File: src/rtl/pcpi_div_multistep_if.sv
`default_nettype none
// ============================================================================
// Module   : pcpi_div_multistep_if
// Brief    : PCPI bus bundle between the CPU and the divide coprocessor.
// Revision : 1.0 - initial release
// ============================================================================
interface pcpi_div_multistep_if #(
  parameter int XLEN = 32
);
  logic            pcpi_valid;
  logic [31:0]     pcpi_insn;
  logic [XLEN-1:0] pcpi_rs1;
  logic [XLEN-1:0] pcpi_rs2;
  logic            pcpi_wr;
  logic [XLEN-1:0] pcpi_rd;
  logic            pcpi_wait;
  logic            pcpi_ready;

  modport master (
    output pcpi_valid, pcpi_insn, pcpi_rs1, pcpi_rs2,
    input  pcpi_wr, pcpi_rd, pcpi_wait, pcpi_ready
  );

  modport slave (
    input  pcpi_valid, pcpi_insn, pcpi_rs1, pcpi_rs2,
    output pcpi_wr, pcpi_rd, pcpi_wait, pcpi_ready
  );
endinterface
`default_nettype wire

File: src/rtl/pcpi_div_multistep.sv
`default_nettype none
// ============================================================================
// Module   : pcpi_div_multistep
// Brief    : PCPI DIV/DIVU/REM/REMU coprocessor, STEPS restoring steps/cycle.
//            Optional macro PCPI_DIV_FASTPATH_EN skips RUN for trivial ops.
// Revision : 1.0 - initial release
// ============================================================================
module pcpi_div_multistep #(
  parameter int XLEN  = 32,
  parameter int STEPS = 1
) (
  input  logic                 clk,
  input  logic                 resetn,
  pcpi_div_multistep_if.slave  bus
);
  localparam int c_RUN_CYCLES = XLEN / STEPS;
  localparam int c_CNT_W      = $clog2(c_RUN_CYCLES);
  localparam logic [c_CNT_W-1:0] c_CNT_LAST = c_CNT_W'(c_RUN_CYCLES - 1);

  typedef enum logic [1:0] {
    S_IDLE = 2'd0,
    S_LOAD = 2'd1,
    S_RUN  = 2'd2,
    S_DONE = 2'd3
  } state_t;

  state_t r_state, w_state_nxt;

  logic               r_signed;
  logic               r_rem;
  logic               r_outsign;
  logic [XLEN-1:0]    r_dividend;
  logic [2*XLEN-2:0]  r_divisor;
  logic [XLEN-1:0]    r_quotient;
  logic [XLEN-1:0]    r_mask;
  logic [c_CNT_W-1:0] r_cnt;

  logic               w_match;
  logic               w_unused_ok;
  logic               w_rs1_neg, w_rs2_neg;
  logic [XLEN-1:0]    w_rs1_abs, w_rs2_abs;
  logic               w_outsign;
  logic               w_fast;
  logic [XLEN-1:0]    w_q_init;
  logic [XLEN-1:0]    w_dvd;
  logic [2*XLEN-2:0]  w_dvs;
  logic [XLEN-1:0]    w_q;
  logic [XLEN-1:0]    w_m;
  logic [XLEN-1:0]    w_q_out, w_r_out;

  assign w_match = bus.pcpi_valid && !bus.pcpi_ready &&
                   (bus.pcpi_insn[6:0] == 7'b0110011) &&
                   (bus.pcpi_insn[31:25] == 7'b0000001) &&
                   bus.pcpi_insn[14];
  assign w_unused_ok = &{1'b0, bus.pcpi_insn[24:15], bus.pcpi_insn[11:7]};

  assign w_rs1_neg = r_signed && bus.pcpi_rs1[XLEN-1];
  assign w_rs2_neg = r_signed && bus.pcpi_rs2[XLEN-1];
  assign w_rs1_abs = w_rs1_neg ? -bus.pcpi_rs1 : bus.pcpi_rs1;
  assign w_rs2_abs = w_rs2_neg ? -bus.pcpi_rs2 : bus.pcpi_rs2;

  // A zero divisor must not flip the all-ones quotient of a signed DIV.
  assign w_outsign = (r_signed && !r_rem && (bus.pcpi_rs1[XLEN-1] != bus.pcpi_rs2[XLEN-1]) &&
                      (bus.pcpi_rs2 != '0)) ||
                     (r_signed && r_rem && bus.pcpi_rs1[XLEN-1]);

`ifdef PCPI_DIV_FASTPATH_EN
  assign w_fast = (bus.pcpi_rs2 == '0) || (w_rs1_abs < w_rs2_abs);
`else
  assign w_fast = 1'b0;
`endif
  // Skipped RUN must still leave the divide-by-zero quotient as all ones.
  assign w_q_init = (w_fast && (bus.pcpi_rs2 == '0)) ? '1 : '0;

  always_comb begin
    w_dvd = r_dividend;
    w_dvs = r_divisor;
    w_q   = r_quotient;
    w_m   = r_mask;
    for (int i = 0; i < STEPS; i++) begin
      if (w_dvs <= {{(XLEN-1){1'b0}}, w_dvd}) begin
        w_dvd = w_dvd - w_dvs[XLEN-1:0];
        w_q   = w_q | w_m;
      end
      w_dvs = w_dvs >> 1;
      w_m   = w_m >> 1;
    end
  end

  assign w_q_out = r_outsign ? -r_quotient : r_quotient;
  assign w_r_out = r_outsign ? -r_dividend : r_dividend;

  always_ff @(posedge clk) begin
    if (!resetn) begin
      r_state <= S_IDLE;
    end else begin
      r_state <= w_state_nxt;
    end
  end

  always_comb begin
    w_state_nxt    = r_state;
    bus.pcpi_ready = 1'b0;
    bus.pcpi_wr    = 1'b0;
    bus.pcpi_wait  = 1'b0;
    bus.pcpi_rd    = '0;
    case (r_state)
      S_IDLE: begin
        if (w_match) w_state_nxt = S_LOAD;
      end
      S_LOAD: begin
        bus.pcpi_wait = 1'b1;
        if (!bus.pcpi_valid)  w_state_nxt = S_IDLE;
        else if (w_fast)      w_state_nxt = S_DONE;
        else                  w_state_nxt = S_RUN;
      end
      S_RUN: begin
        bus.pcpi_wait = 1'b1;
        if (!bus.pcpi_valid)          w_state_nxt = S_IDLE;
        else if (r_cnt == c_CNT_LAST) w_state_nxt = S_DONE;
      end
      S_DONE: begin
        bus.pcpi_ready = 1'b1;
        bus.pcpi_wr    = 1'b1;
        bus.pcpi_rd    = r_rem ? w_r_out : w_q_out;
        w_state_nxt    = S_IDLE;
      end
      default: w_state_nxt = S_IDLE;
    endcase
  end

  always_ff @(posedge clk) begin
    if (!resetn) begin
      r_signed   <= 1'b0;
      r_rem      <= 1'b0;
      r_outsign  <= 1'b0;
      r_dividend <= '0;
      r_divisor  <= '0;
      r_quotient <= '0;
      r_mask     <= '0;
      r_cnt      <= '0;
    end else begin
      case (r_state)
        S_IDLE: begin
          if (w_match) begin
            r_signed <= !bus.pcpi_insn[12];
            r_rem    <= bus.pcpi_insn[13];
          end
        end
        S_LOAD: begin
          r_dividend <= w_rs1_abs;
          r_divisor  <= {w_rs2_abs, {(XLEN-1){1'b0}}};
          r_quotient <= w_q_init;
          r_mask     <= {1'b1, {(XLEN-1){1'b0}}};
          r_outsign  <= w_outsign;
          r_cnt      <= '0;
        end
        S_RUN: begin
          r_dividend <= w_dvd;
          r_divisor  <= w_dvs;
          r_quotient <= w_q;
          r_mask     <= w_m;
          r_cnt      <= r_cnt + c_CNT_W'(1);
        end
        default: ;
      endcase
    end
  end
endmodule
`default_nettype wire

File: src/flat_wrapper.sv
// flat-port wrapper written by rule: the top's interface ports become plain ports
module pcpi_div_multistep_flat 
#(
  parameter int XLEN  = 32,
  parameter int STEPS = 1
)
  (clk, resetn, bus_pcpi_valid, bus_pcpi_insn, bus_pcpi_rs1, bus_pcpi_rs2, bus_pcpi_wr, bus_pcpi_rd, bus_pcpi_wait, bus_pcpi_ready);
  pcpi_div_multistep_if #(.XLEN(XLEN)) bus_i ();
  input  logic clk;
  input  logic resetn;
  input wire logic [$bits(bus_i.pcpi_valid)-1:0] bus_pcpi_valid;
  input wire logic [$bits(bus_i.pcpi_insn)-1:0] bus_pcpi_insn;
  input wire logic [$bits(bus_i.pcpi_rs1)-1:0] bus_pcpi_rs1;
  input wire logic [$bits(bus_i.pcpi_rs2)-1:0] bus_pcpi_rs2;
  output wire logic [$bits(bus_i.pcpi_wr)-1:0] bus_pcpi_wr;
  output wire logic [$bits(bus_i.pcpi_rd)-1:0] bus_pcpi_rd;
  output wire logic [$bits(bus_i.pcpi_wait)-1:0] bus_pcpi_wait;
  output wire logic [$bits(bus_i.pcpi_ready)-1:0] bus_pcpi_ready;
  assign bus_i.pcpi_valid = bus_pcpi_valid;
  assign bus_i.pcpi_insn = bus_pcpi_insn;
  assign bus_i.pcpi_rs1 = bus_pcpi_rs1;
  assign bus_i.pcpi_rs2 = bus_pcpi_rs2;
  assign bus_pcpi_wr = bus_i.pcpi_wr;
  assign bus_pcpi_rd = bus_i.pcpi_rd;
  assign bus_pcpi_wait = bus_i.pcpi_wait;
  assign bus_pcpi_ready = bus_i.pcpi_ready;
  pcpi_div_multistep #(.XLEN(XLEN), .STEPS(STEPS)) u_core (.clk(clk), .resetn(resetn), .bus(bus_i));
endmodule
File: config.mk
export PLATFORM = sky130hd
export DESIGN_NAME = pcpi_div_multistep_flat
export DESIGN_NICKNAME = d
export VERILOG_FILES = /design/src/rtl/pcpi_div_multistep_if.sv /design/src/rtl/pcpi_div_multistep.sv /design/src/flat_wrapper.sv
export SDC_FILE = /design/constraint.sdc
export NUM_CORES = 1
export LEC_CHECK = 0
export CORE_UTILIZATION = 55
export CTS_CLUSTER_SIZE = 20
export DETAILED_ROUTE_END_ITERATION = 8
export PLACE_DENSITY = 0.78
export SLEW_MARGIN = 20
export SYNTH_ARGS = -nofsm -noshare
export SYNTH_HDL_FRONTEND = slang
export SYNTH_SLANG_ARGS = --single-unit
File: constraint.sdc
create_clock -name clk -period 4.9 [get_ports clk]
set_input_delay 0.735 -clock clk [delete_from_list [all_inputs] [get_ports clk]]
set_output_delay 0.735 -clock clk [all_outputs]
set_load 0.01 [all_outputs]
### Yosys cells after proc, flatten, opt, wreduce, memory -nomap -nowiden

Index checks and enable logic that the tools add are counted.

* register bits: 169
* latch bits: 0
* RAM bits: 0
* memory bits (read-only): 0
* input port bits: 99
* output and inout port bits: 35
* logic and storage cells: 69
* memories kept: 0

* add/subtract/negate cells: 6
* multipliers: 0
* divide/modulo/power cells: 0
* order comparisons: 1
* eq/ne operators: 10
* shifts and indexed selects: 0
* multiplexer cells: 20
* bitwise gates (word level): 1
* reduce and logical (&&, ||, !) cells: 22

Operator list (count)
* 32-bit two-way mux: 8
* 32-bit case mux with 2 select lines: 3
* 32-bit negation: 4
* 63-bit case mux with 2 select lines: 1
* 63-bit by 32-bit <= comparator with 1-bit output: 1
* 32-bit OR: 1
* 32-bit nonzero test: 1
* 32-bit subtractor: 1
* 1-bit logical AND: 11
* 5-bit case mux with 2 select lines: 1
* 2-bit two-way mux: 4
* 2-bit case mux with 4 select lines: 1
* 7-bit by 1-bit == test with 1-bit output (second input constant): 1
* 7-bit by 6-bit == test with 1-bit output (second input constant): 1
* 2-bit AND reduction: 3
* 5-bit by 1-bit adder with 5-bit output (second input constant): 1
* 5-bit == test (second input constant): 1
* 2-bit == test (second input constant): 2
* 2-bit by 1-bit inequality test with 1-bit output (second input constant): 2
* 1-bit logical NOT: 3
* 3-bit by 2-bit inequality test with 1-bit output (second input constant): 1
* 2-bit by 1-bit == test with 1-bit output (second input constant): 1
* 2-bit logical NOT: 1
* 1-bit two-way mux: 2
* 4 further kinds: 4

### Longest topological paths before layout

* word-level depth: 9
* depth in mapped cells: 13
* mapped depth without buffers: 12

### Worst setup path before layout

OpenSTA, ideal clock, no wires.

* kind: register to output
* start: register u_core.r_quotient[14]
* end: output port bus_pcpi_rd[29]
* arrival: 2.537 ns
* data required time: 4.165 ns
* path slack: 1.628 ns
* cell stages (with the launch flop): 9
* buffers on the path: 0
* cell sequence: dfxtp_1 -> or4_4 -> nor4_4 -> nand2b_2 -> or3_4 -> or4_4 -> o41ai_4 -> xnor2_1 -> o211a_1

* longest elaborated chain between the ends: 4

RTL lines
* start, declared: line pcpi_div_multistep.sv:34 `logic [XLEN-1:0] r_quotient;`
* start signal, assigned: line pcpi_div_multistep.sv:153 `r_quotient <= w_q_init;`
* start signal, assigned: line pcpi_div_multistep.sv:161 `r_quotient <= w_q;`
* 32-bit negation: line pcpi_div_multistep.sv:90 `assign w_q_out = r_outsign ? -r_quotient : r_quotient;`
* 32-bit two-way mux: line pcpi_div_multistep.sv:90
* 32-bit two-way mux: line pcpi_div_multistep.sv:125 `bus.pcpi_rd = r_rem ? w_r_out : w_q_out;`
* 32-bit two-way mux: line pcpi_div_multistep.sv:107 `case (r_state)`
* end, declared: line flat_wrapper.sv:16 `output wire logic [$bits(bus_i.pcpi_rd)-1:0] bus_pcpi_rd;`

No other way between the ends.

### Worst setup path after layout

* start: register u_core.r_dividend[7]
* end: output port bus_pcpi_rd[29]

* longest elaborated chain between the ends: 4

RTL lines
* start, declared: line pcpi_div_multistep.sv:32 `logic [XLEN-1:0] r_dividend;`
* start signal, assigned: line pcpi_div_multistep.sv:151 `r_dividend <= w_rs1_abs;`
* start signal, assigned: line pcpi_div_multistep.sv:159 `r_dividend <= w_dvd;`
* 32-bit negation: line pcpi_div_multistep.sv:91 `assign w_r_out = r_outsign ? -r_dividend : r_dividend;`
* 32-bit two-way mux: line pcpi_div_multistep.sv:91
* 32-bit two-way mux: line pcpi_div_multistep.sv:125
* 32-bit two-way mux: line pcpi_div_multistep.sv:107

No other way between the ends.

==> impl_metrics.json <==
{
  "insertion_delay_ps": 440,
  "most-common-layout-cells": "a21oi_1, dfxtp_1, nor2_1",
  "remaining_drc_errors": 0,
  "synth-edff-count": 0,
  "antenna_left": 0,
  "holdBufCountCts": 0,
  "synth_cells": 1669,
  "vias": 12153,
  "path_max_fanout": 7,
  "synth-seq-area-share_pct": 27.0,
  "clock-sinks": 169,
  "ios": 134,
  "p_leak_nw": 5.32,
  "ys.flop_type": "dfxtp_1",
  "drv_slew": 0,
  "power_density_nw_per_um2": 315,
  "drt_iter0_drc": 856,
  "grt_use_total_pct": 29.4,
  "grt_max_degree": 129,
  "cts_setup_buffers": 0,
  "crit_path_start_kind": "flop",
  "slew_headroom_pct": 32.4,
  "outcome": "completed",
  "io_buffers": 118,
  "cts.reportedPaths.clkPinSlew_ps": 70,
  "routedWlPerCell_um": 17.1,
  "n_antenna_cell": 0,
  "fin_worst_skew_ps": 9.58,
  "routed_wl_um": 34300,
  "timing.fmax_ghz": 0.222,
  "synth_nets": 1842,
  "worstPathRequired_ps": 4160,
  "final_common_cell": "a21oi_1",
  "netlist_area_um2": 12600,
  "synthArstFlopShare_pct": 0,
  "core_region_area_um2": 22100,
  "start_util_pct": 56.8,
  "grt_pass1_vias": 11435,
  "irDropWorstVdd_mv": 0.187,
  "htreeDepth": 4,
  "rsz0062_at_grt": "false",
  "antenna_found_initial": 0,
  "synth_cell_type_count": 79,
  "hpwl_um": 24900,
  "die-height_um": 153,
  "cts-root-buf": "clkbuf_16",
  "cts_resized": 0,
  "grt_overflow": 0,
  "setup_viol": 0,
  "ys_ff_latch": 169,
  "setup_tns_ps": 0,
  "rows": 54,
  "vias_per_cell": 6.08,
  "nets": 1880,
  "clockBufferDepth": 2,
  "critical_path_class": "reg -> out",
  "whs_ps": 479,
  "cp-end-kind": "output pin",
  "min_period_ps": 4500,
  "syn_to_final_growth_pct": 14.6,
  "die_w_um": 153,
  "worst_ep_arrival_time_ps": 3760,
  "synth_warnings": 0,
  "utilization_pct": 65.1,
  "drive_above_1_share_pct": 4.83,
  "hold_class": "reg -> reg",
  "firstDrtPassIters": 8,
  "grt_pass1_wl_um": 56500,
  "finalHoldViolCount": 0,
  "cts_buffers": 17,
  "cts_tree": "built",
  "finalCritPeriodShare_pct": 91.7,
  "worst_slew_pin_slew_ps": 1010,
  "finalWeightedCongestion": 0.962,
  "cap_viol_max_count": 0,
  "die_area_um2": 23400,
  "syn_area_per_cell_um2": 7.52
}
## through the flow
| stage | std cells | setup slack [ps] | power (mW) | area, um2 |
|---|---|---|---|---|
| 2_1_floorplan | 1669 | 1630 | 2.62 | 12600 |
| 3_3_place_gp | 1968 | 935 | 3.03 | 13800 |
| 3_5_place_dp | 1968 | 846 | 3.05 | 13800 |
| 4_1_cts | 2000 | 427 | 4.51 | 14400 |
| 5_1_grt | 2000 | 219 | 4.76 | 14400 |
| 6_report | 2000 | 405 | 4.54 | 14400 |
## cells in the mapped netlist, drive strengths merged, types with 3 or more instances
master / count / share of area, %
nor4b: 4 / 0.33
mux2i: 32 / 2.6
and3: 9 / 0.46
or3: 10 / 0.54
o2111ai: 3 / 0.21
clkbuf: 94 / 2.9
o21a: 8 / 0.48
o41ai: 15 / 1.2
o31ai: 24 / 1.5
xor2: 40 / 2.8
nor2: 133 / 4.0
o21ai: 117 / 4.7
a21oi: 178 / 7.1
nor3: 37 / 1.5
nand2: 111 / 3.3
o211a: 6 / 0.48
nor4: 25 / 1.4
nand3: 90 / 3.6
or2: 9 / 0.47
a31oi: 19 / 0.95
xnor2: 96 / 6.7
or4: 12 / 0.78
nand3b: 8 / 0.48
a211oi: 23 / 1.4
nand4: 23 / 1.1
a22o: 32 / 2.2
o22ai: 11 / 0.55
and2: 11 / 0.55
nand2b: 69 / 3.5
nor2b: 11 / 0.55
dfxtp: 169 / 27
a21o: 14 / 0.84
inv: 89 / 2.7
o211ai: 7 / 0.42
ha: 73 / 7.3
buf: 22 / 0.84
## final timing paths
kind                                      from                                 end  slack, ps  depth (start not counted)
min reg2reg      u_core.r_mask[0]$_SDFFE_PN0P_       u_core.r_mask[0]$_SDFFE_PN0P_        480                          2
min              u_core.r_mask[0]$_SDFFE_PN0P_       u_core.r_mask[0]$_SDFFE_PN0P_        480                          2
max reg2reg  u_core.r_dividend[0]$_SDFFE_PN0P_  u_core.r_dividend[28]$_SDFFE_PN0P_       1420                         12
max          u_core.r_dividend[7]$_SDFFE_PN0P_                     bus_pcpi_rd[29]        400                          9
## area by class of cell
class,count,area [um2]
tap,280,350
sequential,169,3390
timing repair buffer,136,1320
inverter,89,335
clock inverter,14,188
clock buffer,18,439
multi-input combinational,1294,8370
fill,2002,7710
## logic make-up after synthesis
group | share of synthesized area [%]
flip-flops | 27.0
buffers and inverters | 6.57
XOR/XNOR | 9.49
multiplexers | 2.91
adder cells (fa/ha/maj) | 7.44
AO/OA/AOI/OAI | 23.6
AND/OR/NAND/NOR | 23.0
## metal layers
| metal | up-vias | track usage, % | wire length (um) |
|---|---|---|---|
| li1 | 5991 | - | - |
| met2 | 360 | 50.9 | 16800 |
| met5 | - | 0 | 0 |
| met4 | 0 | 11.4 | 1050 |
| met1 | 5724 | 36.1 | 14900 |
| met3 | 78 | 4.93 | 1590 |
## worst max-delay path, cell delays in order (launching register included)
cell	delay, ps
dfxtp_1	370
or4_1	630
nor4_2	460
nand3_1	260
or3_1	420
o31ai_1	280
xnor2_1	120
nand2_1	70
o211a_1	170
clkdlybuf4s50_1	540
## where the power goes
group	leakage, nW	internal (mW)	switching, mW	total (mW)
Clock	0.303	0.832	0.627	1.46
Sequential	1.36	1.43	0.0678	1.50
Combinational	3.65	0.629	0.948	1.58
## state kept, by name, indices dropped and copies added (netlist names)
name / flops
u_core.r_signed: 1
u_core.r_divisor: 63
u_core.r_quotient: 32
u_core.r_outsign: 1
u_core.r_rem: 1
u_core.r_state: 2
u_core.r_mask: 32
u_core.r_cnt: 5
u_core.r_dividend: 32
Note: power is estimated with default switching activity, not from simulation.
